`src/rtl/conv_rstl_pool_reader_if.sv`:
```
// Memory read port and output stream of conv_rstl_pool_reader.
// master = the reader; slave = the RAM / downstream side.
interface conv_rstl_pool_reader_if #(
  parameter int DATA_W = 8,
  parameter int ADDR_W = 10
);
  logic              mem_rd_en;
  logic [ADDR_W-1:0] mem_addr;
  logic [DATA_W-1:0] mem_rdata;
  logic [DATA_W-1:0] out_data;
  logic              out_valid;
  logic              out_ready;
  logic              out_last_win;
  logic              out_last;

  modport master (
    output mem_rd_en, mem_addr,
    input  mem_rdata,
    output out_data, out_valid, out_last_win, out_last,
    input  out_ready
  );

  modport slave (
    input  mem_rd_en, mem_addr,
    output mem_rdata,
    input  out_data, out_valid, out_last_win, out_last,
    output out_ready
  );
endinterface

```
`src/rtl/conv_rstl_pool_reader.sv`:
```
// Reads the IMG_H x IMG_W convolution result RAM in 2x2/stride-2 window order and streams it.
// Optional CONV_RSTL_MAXPOOL_EN folds each window to its signed max (one beat per window).
module conv_rstl_pool_reader #(
  parameter int IMG_W  = 26,
  parameter int IMG_H  = 26,
  parameter int DATA_W = 8,
  parameter int ADDR_W = 10
) (
  input  logic clk,
  input  logic rst,
  input  logic i_start,
  output logic o_busy,
  output logic o_done,
  conv_rstl_pool_reader_if.master bus
);
  // state   | meaning
  // S_IDLE  | waiting for start
  // S_ISSUE | issuing reads in window order
  // S_DRAIN | last read issued, emptying in-flight read and FIFO
  // S_DONE  | one-cycle done pulse
  typedef enum logic [1:0] {S_IDLE, S_ISSUE, S_DRAIN, S_DONE} state_t;

  localparam int WC_W = $clog2(IMG_W/2 + 1);
  localparam int WR_W = $clog2(IMG_H/2 + 1);
  localparam logic [WC_W-1:0]   WC_LAST   = WC_W'(IMG_W/2 - 1);
  localparam logic [WR_W-1:0]   WR_LAST   = WR_W'(IMG_H/2 - 1);
  localparam logic [ADDR_W-1:0] ROW_STEP  = ADDR_W'(IMG_W);
  localparam logic [ADDR_W-1:0] ROW2_STEP = ADDR_W'(2*IMG_W);
  localparam logic [ADDR_W-1:0] COL_STEP  = ADDR_W'(2);

  state_t            r_state, w_state_nxt;
  logic [WR_W-1:0]   r_wr;
  logic [WC_W-1:0]   r_wc;
  logic              r_dy, r_dx;
  logic [ADDR_W-1:0] r_row_base, r_col_off, w_addr;
  logic              w_issue, w_room, w_at_last, w_drained;
  logic [2:0]        w_occ;

  logic              r_inflight, r_inf_lw, r_inf_last;
  logic [DATA_W-1:0] r_fifo_data [2];
  logic              r_fifo_lw   [2];
  logic              r_fifo_last [2];
  logic              r_wptr, r_rptr;
  logic [1:0]        r_count;
  logic              w_fifo_valid, w_pop, w_out_empty;
  logic [DATA_W-1:0] w_head_data;
  logic              w_head_lw, w_head_last;

  always_ff @(posedge clk) begin
    if (rst) r_state <= S_IDLE;
    else     r_state <= w_state_nxt;
  end

  always_comb begin
    w_state_nxt = r_state;
    case (r_state)
      S_IDLE:  if (i_start) w_state_nxt = S_ISSUE;
      S_ISSUE: if (w_issue && w_at_last) w_state_nxt = S_DRAIN;
      S_DRAIN: if (w_drained) w_state_nxt = S_DONE;
      S_DONE:  w_state_nxt = S_IDLE;
      default: w_state_nxt = S_IDLE;
    endcase
  end

  // Slots already committed next cycle: FIFO entries + read in flight - entry leaving now.
  assign w_occ     = {1'b0, r_count} + {2'b00, r_inflight} - {2'b00, w_pop};
  assign w_room    = (w_occ < 3'd2);
  assign w_issue   = (r_state == S_ISSUE) && w_room;
  assign w_at_last = (r_wr == WR_LAST) && (r_wc == WC_LAST) && r_dy && r_dx;
  assign w_drained = (r_count == 2'd0) && !r_inflight && w_out_empty;

  assign w_addr = r_row_base + (r_dy ? ROW_STEP : '0) + r_col_off
                + {{(ADDR_W-1){1'b0}}, r_dx};

  assign bus.mem_rd_en = w_issue;
  assign bus.mem_addr  = w_issue ? w_addr : '0;
  assign o_busy        = (r_state != S_IDLE);
  assign o_done        = (r_state == S_DONE);

  // Window walker; row base accumulates 2*IMG_W per window row instead of multiplying.
  always_ff @(posedge clk) begin
    if (rst || (r_state == S_IDLE)) begin
      r_wr       <= '0;
      r_wc       <= '0;
      r_dy       <= 1'b0;
      r_dx       <= 1'b0;
      r_row_base <= '0;
      r_col_off  <= '0;
    end else if (w_issue) begin
      r_dx <= ~r_dx;
      if (r_dx) begin
        r_dy <= ~r_dy;
        if (r_dy) begin
          if (r_wc == WC_LAST) begin
            r_wc       <= '0;
            r_col_off  <= '0;
            r_wr       <= r_wr + 1'b1;
            r_row_base <= r_row_base + ROW2_STEP;
          end else begin
            r_wc      <= r_wc + 1'b1;
            r_col_off <= r_col_off + COL_STEP;
          end
        end
      end
    end
  end

  always_ff @(posedge clk) begin
    if (rst) begin
      r_inflight     <= 1'b0;
      r_inf_lw       <= 1'b0;
      r_inf_last     <= 1'b0;
      r_fifo_data[0] <= '0;
      r_fifo_data[1] <= '0;
      r_fifo_lw[0]   <= 1'b0;
      r_fifo_lw[1]   <= 1'b0;
      r_fifo_last[0] <= 1'b0;
      r_fifo_last[1] <= 1'b0;
      r_wptr         <= 1'b0;
      r_rptr         <= 1'b0;
      r_count        <= 2'd0;
    end else begin
      r_inflight <= w_issue;
      r_inf_lw   <= r_dy & r_dx;
      r_inf_last <= w_at_last;
      if (r_inflight) begin
        r_fifo_data[r_wptr] <= bus.mem_rdata;
        r_fifo_lw[r_wptr]   <= r_inf_lw;
        r_fifo_last[r_wptr] <= r_inf_last;
        r_wptr              <= ~r_wptr;
      end
      if (w_pop) r_rptr <= ~r_rptr;
      case ({r_inflight, w_pop})
        2'b10:   r_count <= r_count + 2'd1;
        2'b01:   r_count <= r_count - 2'd1;
        default: r_count <= r_count;
      endcase
    end
  end

  assign w_fifo_valid = (r_count != 2'd0);
  assign w_head_data  = r_fifo_data[r_rptr];
  assign w_head_lw    = r_fifo_lw[r_rptr];
  assign w_head_last  = r_fifo_last[r_rptr];

`ifdef CONV_RSTL_MAXPOOL_EN
  logic [DATA_W-1:0] r_max, r_out_data, w_max_nxt;
  logic              r_first, r_out_valid, r_out_last;

  // Samples are folded only when the window result has somewhere to go.
  assign w_pop     = w_fifo_valid && (!r_out_valid || bus.out_ready);
  assign w_max_nxt = (r_first || ($signed(w_head_data) > $signed(r_max))) ? w_head_data : r_max;

  always_ff @(posedge clk) begin
    if (rst) begin
      r_max       <= '0;
      r_first     <= 1'b1;
      r_out_valid <= 1'b0;
      r_out_data  <= '0;
      r_out_last  <= 1'b0;
    end else begin
      if (w_pop) begin
        r_max   <= w_max_nxt;
        r_first <= w_head_lw;
      end
      if (w_pop && w_head_lw) begin
        r_out_valid <= 1'b1;
        r_out_data  <= w_max_nxt;
        r_out_last  <= w_head_last;
      end else if (bus.out_ready) begin
        r_out_valid <= 1'b0;
      end
    end
  end

  assign bus.out_valid    = r_out_valid;
  assign bus.out_data     = r_out_valid ? r_out_data : '0;
  assign bus.out_last_win = r_out_valid;
  assign bus.out_last     = r_out_valid && r_out_last;
  assign w_out_empty      = !r_out_valid;
`else
  assign w_pop            = w_fifo_valid && bus.out_ready;
  assign bus.out_valid    = w_fifo_valid;
  assign bus.out_data     = w_fifo_valid ? w_head_data : '0;
  assign bus.out_last_win = w_fifo_valid && w_head_lw;
  assign bus.out_last     = w_fifo_valid && w_head_last;
  assign w_out_empty      = 1'b1;
`endif

endmodule

```
`src/flat_wrapper.sv`:
```
// flat-port wrapper written by rule: the top's interface ports become plain ports
module conv_rstl_pool_reader_flat 
#(
  parameter int IMG_W  = 26,
  parameter int IMG_H  = 26,
  parameter int DATA_W = 8,
  parameter int ADDR_W = 10
)
  (clk, rst, i_start, o_busy, o_done, bus_mem_rd_en, bus_mem_addr, bus_mem_rdata, bus_out_data, bus_out_valid, bus_out_last_win, bus_out_last, bus_out_ready);
  conv_rstl_pool_reader_if #(.DATA_W(DATA_W), .ADDR_W(ADDR_W)) bus_i ();
  input  logic clk;
  input  logic rst;
  input  logic i_start;
  output logic o_busy;
  output logic o_done;
  output wire logic [$bits(bus_i.mem_rd_en)-1:0] bus_mem_rd_en;
  output wire logic [$bits(bus_i.mem_addr)-1:0] bus_mem_addr;
  input wire logic [$bits(bus_i.mem_rdata)-1:0] bus_mem_rdata;
  output wire logic [$bits(bus_i.out_data)-1:0] bus_out_data;
  output wire logic [$bits(bus_i.out_valid)-1:0] bus_out_valid;
  output wire logic [$bits(bus_i.out_last_win)-1:0] bus_out_last_win;
  output wire logic [$bits(bus_i.out_last)-1:0] bus_out_last;
  input wire logic [$bits(bus_i.out_ready)-1:0] bus_out_ready;
  assign bus_mem_rd_en = bus_i.mem_rd_en;
  assign bus_mem_addr = bus_i.mem_addr;
  assign bus_i.mem_rdata = bus_mem_rdata;
  assign bus_out_data = bus_i.out_data;
  assign bus_out_valid = bus_i.out_valid;
  assign bus_out_last_win = bus_i.out_last_win;
  assign bus_out_last = bus_i.out_last;
  assign bus_i.out_ready = bus_out_ready;
  conv_rstl_pool_reader #(.IMG_W(IMG_W), .IMG_H(IMG_H), .DATA_W(DATA_W), .ADDR_W(ADDR_W)) u_core (.clk(clk), .rst(rst), .i_start(i_start), .o_busy(o_busy), .o_done(o_done), .bus(bus_i));
endmodule
```
`config.mk`:
```
export PLATFORM = sky130hd
export DESIGN_NAME = conv_rstl_pool_reader_flat
export DESIGN_NICKNAME = d
export VERILOG_FILES = /design/src/rtl/conv_rstl_pool_reader_if.sv /design/src/rtl/conv_rstl_pool_reader.sv /design/src/flat_wrapper.sv
export SDC_FILE = /design/constraint.sdc
export NUM_CORES = 1
export LEC_CHECK = 0
export BUFFER_PORTS_ARGS = -buffer_cell sky130_fd_sc_hd__buf_2
export CORE_UTILIZATION = 35
export DETAILED_ROUTE_END_ITERATION = 16
export HOLD_SLACK_MARGIN = 0.05
export PLACE_DENSITY = 0.5
export SYNTH_ARGS = -nofsm -noshare
export SYNTH_HDL_FRONTEND = slang
export SYNTH_SLANG_ARGS = --single-unit
```
`constraint.sdc`:
```
create_clock -name clk -period 5.45 [get_ports clk]
set_input_delay 0.545 -clock clk [delete_from_list [all_inputs] [get_ports clk]]
set_output_delay 0.545 -clock clk [all_outputs]
set_load 0.005 [all_outputs]
```
==> results of run 1 <==
## routing by layer
metal	vias to the layer above	global-route usage	wire length, um
met5	-	0	0
met4	0	0.0441	80
met3	8	0.0525	238
met2	31	0.225	2810
met1	1048	0.170	2810
li1	1179	-	-
## power by group
part           total [mW]  internal [mW]  switching, mW
combinational       0.207         0.0776          0.130
clock               0.441          0.267          0.174
sequential          0.503          0.476         0.0274
total                1.15          0.820          0.331
## worst max-delay path: stages, from the launching register on
cell and delay, ps:
dfxtp_1 410, nor2_1 620, inv_1 130, nand2_1 140, nor2_1 70, fa_1 450
xor2_2 270, or2_1 570, inv_2 130, and2_4 190, buf_2 120
## path summary, 6_finish.rpt
path | start | to | slack (ps) | cells after the start
max | u_core.r_count[1] | bus_mem_addr[0] | 1480 | 10
min | bus_mem_rdata[1] | u_core.r_fifo_data[0][1] | 490 | 2
max reg2reg | u_core.r_count[1] | u_core.r_col_off[3] | 1970 | 9
min reg2reg | u_core.r_rptr | flip-flop | 510 | 2
## area by class of cell
class                           count  share of cell area
Clock buffer                       10              0.0374
Clock inverter                      6              0.0221
Inverter                           19              0.0194
Multi-Input combinational cell    240               0.468
Sequential cell                    57               0.365
Tap cell                          108              0.0368
Timing Repair Buffer               37              0.0517
## per-stage QoR
step	worst slack (ps)	total power, mW
2_1_floorplan	2670	0.672
3_3_place_gp	1870	0.724
3_5_place_dp	1770	0.726
4_1_cts	1380	1.17
5_1_grt	1160	1.22
6_report	1480	1.15
## placed cells by master, fill, tap and decap left out, types with 3 or more instances in the layout
cell type,synthesis,layout
a21oi_1,6,6
clkbuf_8,0,10
and2_1,22,22
nand2_1,12,12
xor2_1,17,17
mux2i_1,14,14
ha_1,24,24
buf_2,2,35
edfxtp_1,20,20
nand4_1,9,9
nor2b_1,7,7
inv_1,18,18
nor2_1,53,53
and4_1,3,3
a211oi_1,3,3
o21ai_0,6,6
xnor2_1,14,14
a21o_1,3,3
fa_1,4,4
o21a_1,5,5
dfxtp_1,37,37
nand3_1,7,7
nor3_1,8,8
## kinds of logic after synthesis
group	after synthesis
fa+ha+maj	28
buf+inv	31
simple gates	133
mux	14
compound gates	32
other cells	1
flops	57
xor+xnor	32
## state kept, by name, summed over array words and instances (netlist names), 2 cells and up, named ones only
signal	flops
u_core.r_count	2
u_core.r_col_off	9
u_core.r_row_base	8
u_core.r_fifo_lw	2
u_core.r_wr	4
u_core.r_wc	4
u_core.r_state	2
u_core.r_fifo_last	2
u_core.r_fifo_data	16
==> results.yml, run 1 <==
status:
  status: "complete, no violations"
yosys:
  ys_seq_area_frac: 0.419
  synth_edf_count: 20
  synth_top_family_by_area: "simple AND/OR/NAND/NOR gates"
  synth_area_per_cell_um2: 9.75
  ys_top_cells_by_area: "dfxtp_1 (23%), edfxtp_1 (19%), ha_1 (9.4%)"
  synth_compound_area_frac: 0.0669
  yosys_warnings: 0
  synth.distinct_cells: 43
  syn_nets: 368
  synth_adder_area_share: 0.119
  yosysMostFrequentCell: "nor2_1"
  yosys.area_share.simple: 0.217
  synthXorXnorAreaFrac: 0.0900
  async_reset_ff_frac: 0
  synth-main-ff-cell: "dfxtp_1"
  yosysTopAreaCell: "dfxtp_1"
  netlist.area_leader.share: 0.232
  synth_seq_cells: 57
  synthTopCellsByCount: "nor2_1 (53), dfxtp_1 (37), ha_1 (24), and2_1 (22), edfxtp_1 (20)"
  synthMuxAreaShare: 0.0438
  synth_cells: 328
  synth_area_um2: 3200
floorplan:
  die_area_um2: 9520
  row_count: 34
  die_w_um: 97.6
  io_pins: 36
  start_util: 0.365
  die_h_um: 97.6
  core-area_um2: 8760
setup_path:
  crit_path_end_kind: "output pin"
  crit_required_ps: 4910
  path_class: "reg2out"
  cp_data_arrival_time_ps: 3420
  critPathMaxFanout: 14
  worstSetupStartpointType: "flip-flop"
route:
  routedWlPerCell_um: 12.4
  first_pass_iters: 4
  drcViolationCount: 0
  wl_mm: 5.94
  ant_nets: 0
  vias_per_cell: 4.75
  via_count: 2266
  drtIter0Drc: 38
global_route:
  grt_max_degree: 17
  antenna_found_initial: 0
  grt_pass1_vias: 2138
  grt_pass1_wl_mm: 10.4
  overflow: 0
  groute.usage.overall: 0.139
placement:
  gp_congestion: 0.701
  place_inst: 461
  io_buffers: 35
  place_area_um2: 3460
  dp_hpwl_mm: 4.21
sta:
  maxSlewViolCount: 0
  tightestPinTransition_ps: 991
  holdWs_ps: 487
  fmax_ghz: 0.252
  fin_tns_setup_ps: 0
  hold_viol: 0
  finClkSkew_ps: 6.50
  min_period_ps: 3970
  finalCritPeriodShare: 0.728
  setup_viol: 0
  rsz0062_at_grt: "false"
  slew_headroom: 0.338
finish:
  design_area_um2: 3680
  fin_util: 0.419
  final.fill_count: 881
  multiInputGateArea_um2: 1720
  regArea_um2: 1340
  diodes: 0
  layout-drive-gt1-share: 0.160
  fin_cells: 477
  nNetsFinal: 404
  area.growth.synth_to_final_pct: 14.9
flow_run:
  drv_cap: 0
power_and_ir_drop:
  p_leak_nw: 1.51
  power.density_nw_per_um2: 313
  ir_worst_vdd_v: 0.000123
clock_network:
  numCtsBuffers: 9
  path_clk_slew_ps: 70
  cts_resized: 0
  clk_latency_ps: 340
  cts_setup_buffers: 0
  cts-root-buf: "clkbuf_8"
  cts.sinks: 57
  cts_hold_buf: 0
  clock_path_buffers: 2
  cts_max_level: 3
  cts_tree: "built"
min_path:
  hp-class: "in2reg"
(Power assumes the default switching activity.)
==> run 2, diff against run 1 <==
--- a/config.mk
+++ b/config.mk
@@ -9,7 +9,7 @@
 export CORE_UTILIZATION = 35
 export DETAILED_ROUTE_END_ITERATION = 16
 export HOLD_SLACK_MARGIN = 0.05
-export PLACE_DENSITY = 0.5
+export PLACE_DENSITY = 0.52
 export SYNTH_ARGS = -nofsm -noshare
 export SYNTH_HDL_FRONTEND = slang
 export SYNTH_SLANG_ARGS = --single-unit
==> constraint.sdc (replaced) <==
create_clock -name clk -period 3.2 [get_ports clk]
set_input_delay 0.32 -clock clk [delete_from_list [all_inputs] [get_ports clk]]
set_output_delay 0.32 -clock clk [all_outputs]
set_load 0.005 [all_outputs]
==> results.yml, run 2 (synthesis gave the netlist of run 1 again) <==
clock_network:
  cts_max_level: 3
  numCtsBuffers: 9
  cts_hold_buf: 0
  clock_path_buffers: 2
  cts-root-buf: "clkbuf_8"
  clk_latency_ps: 330
  cts_tree: "built"
  path_clk_slew_ps: 70
  cts.sinks: 57
power_and_ir_drop:
  power.density_nw_per_um2: 512
  p_leak_nw: 1.53
  p_total_mw: 1.90
  ir_worst_vdd_v: 0.000185
setup_path:
  r2r_slack_ps: 500
  reg2regPathDepth: 11
  path_delay_family: "adder cells"
  critPathMaxFanout: 6
  crit_required_ps: 2880
  startpoint: "u_core.r_col_off[3]"
  crit_buf_inv: 3
  rr_endpoint: "u_core.r_col_off[9]"
  timing.rr.start: "u_core.r_count[1]"
  crit_path_end_kind: "output pin"
  path_class: "reg2out"
  cp_data_arrival_time_ps: 2690
  slowest_stage: "fa_1"
  cpPeakStageDelay_ps: 540
  worstSetupStartpointType: "flip-flop"
  crit_path_cell_trace: "inv_1, fa_1, inv_1, ha_4, nor2b_1, o31a_1, o21a_1, o21a_1, nor3_2, buf_2"
route:
  routedWlPerCell_um: 13.0
  via_count: 2306
  drtIter0Drc: 89
  vias_per_cell: 4.78
  ant_nets: 0
  first_pass_iters: 4
  wl_mm: 6.27
  drcViolationCount: 0
global_route:
  use_met1: 0.173
  grt_max_degree: 17
  use_met3: 0.0388
  grt_util_met2: 0.250
  overflow: 0
  grt_pass1_vias: 2348
  groute.usage.overall: 0.147
  top_usage_layer: "met2"
  grt_pass1_wl_mm: 11.1
  antenna_found_initial: 0
sta:
  min_period_ps: 3010
  fin_tns_setup_ps: 0
  hold_viol: 0
  rsz0062_at_grt: "false"
  tightestPinTransition_ps: 1030
  holdWs_ps: 275
  fmax_ghz: 0.333
  finalCritPeriodShare: 0.939
  slew_headroom: 0.315
  setup_viol: 0
  worst_slack_ps: 195
  maxSlewViolCount: 0
  finClkSkew_ps: 8.35
min_path:
  hp-class: "in2reg"
  min_from: "bus_mem_rdata[4]"
  min_to: "u_core.r_fifo_data[0][4]"
  whs_path_depth: 2
floorplan:
  start_util: 0.365
  die_h_um: 97.6
  io_pins: 36
  core-area_um2: 8760
  row_count: 34
  die_w_um: 97.6
  die_area_um2: 9520
finish:
  layout-drive-gt1-share: 0.184
  final_cell_mix: "nor2_1 (53), dfxtp_1 (35), buf_2 (35), ha_1 (23), and2_1 (22)"
  final_common_cell: "nor2_1"
  diodes: 0
  design_area_um2: 3720
  area.growth.synth_to_final_pct: 16.4
  fin_cells: 482
  fin_util: 0.425
  nNetsFinal: 409
  largest_register: "u_core.r_fifo_data"
  largest_reg_flops: 16
  largestRegisters: "u_core.r_fifo_data (16), u_core.r_col_off (9), u_core.r_row_base (8)"
placement:
  place_inst: 465
  io_buffers: 35
  dp_hpwl_mm: 4.59
  gp_congestion: 0.762
  place_ws_ps: 304
  place_area_um2: 3490
status:
  status: "complete, no violations"
flow_run:
  drv_cap: 0
## run 2: changes by cell type in the layout (fill, tap and decap cells not counted), sizes merged
cell,before,now
bufinv,2,1
buf,37,42
clkinv,3,2
clkbuf,10,13
clkinvlp,1,0
## run 2: where the power goes
| part | total, mW | switching [mW] | internal (mW) |
|---|---|---|---|
| combinational | 0.371 | 0.227 | 0.144 |
| clock | 0.676 | 0.276 | 0.400 |
| sequential | 0.857 | 0.0466 | 0.810 |
| total | 1.90 | 0.549 | 1.35 |
## run 2: worst max-delay path by stage
stage | endpoint | slack, ps | cells past startpoint
3_3_place_gp | bus_mem_addr[9] | 330 | 10
4_1_cts | bus_mem_addr[9] | 6 | 10
5_1_grt | bus_mem_addr[7] | 20 | 10
3_5_place_dp | bus_mem_addr[9] | 300 | 10
6_report | bus_mem_addr[7] | 190 | 10
2_1_floorplan | bus_mem_addr[9] | 640 | 9
## run 2: area by class of cell
| type | instances | area (um2) |
|---|---|---|
| clock buffer | 13 | 159 |
| clock inverter | 3 | 40.0 |
| fill | 878 | 5040 |
| inverter | 19 | 71.3 |
| multi-input combinational | 240 | 1740 |
| sequential | 57 | 1340 |
| tap | 108 | 135 |
| timing repair buffer | 42 | 228 |
## run 2: per-layer routing
metal / part of all wire / vias up
met5: 0 / -
met1: 0.46 / 1059
met2: 0.48 / 45
met3: 0.039 / 11
met4: 0.020 / 0
li1: - / 1191
## run 2: what timing repair did
item / 4_1_cts / 5_1_grt
pin swaps: 0 / 2
endpoints found under the setup margin: 1 / 5
gates resized for setup: 1 / 5
setup buffers: 0 / 1
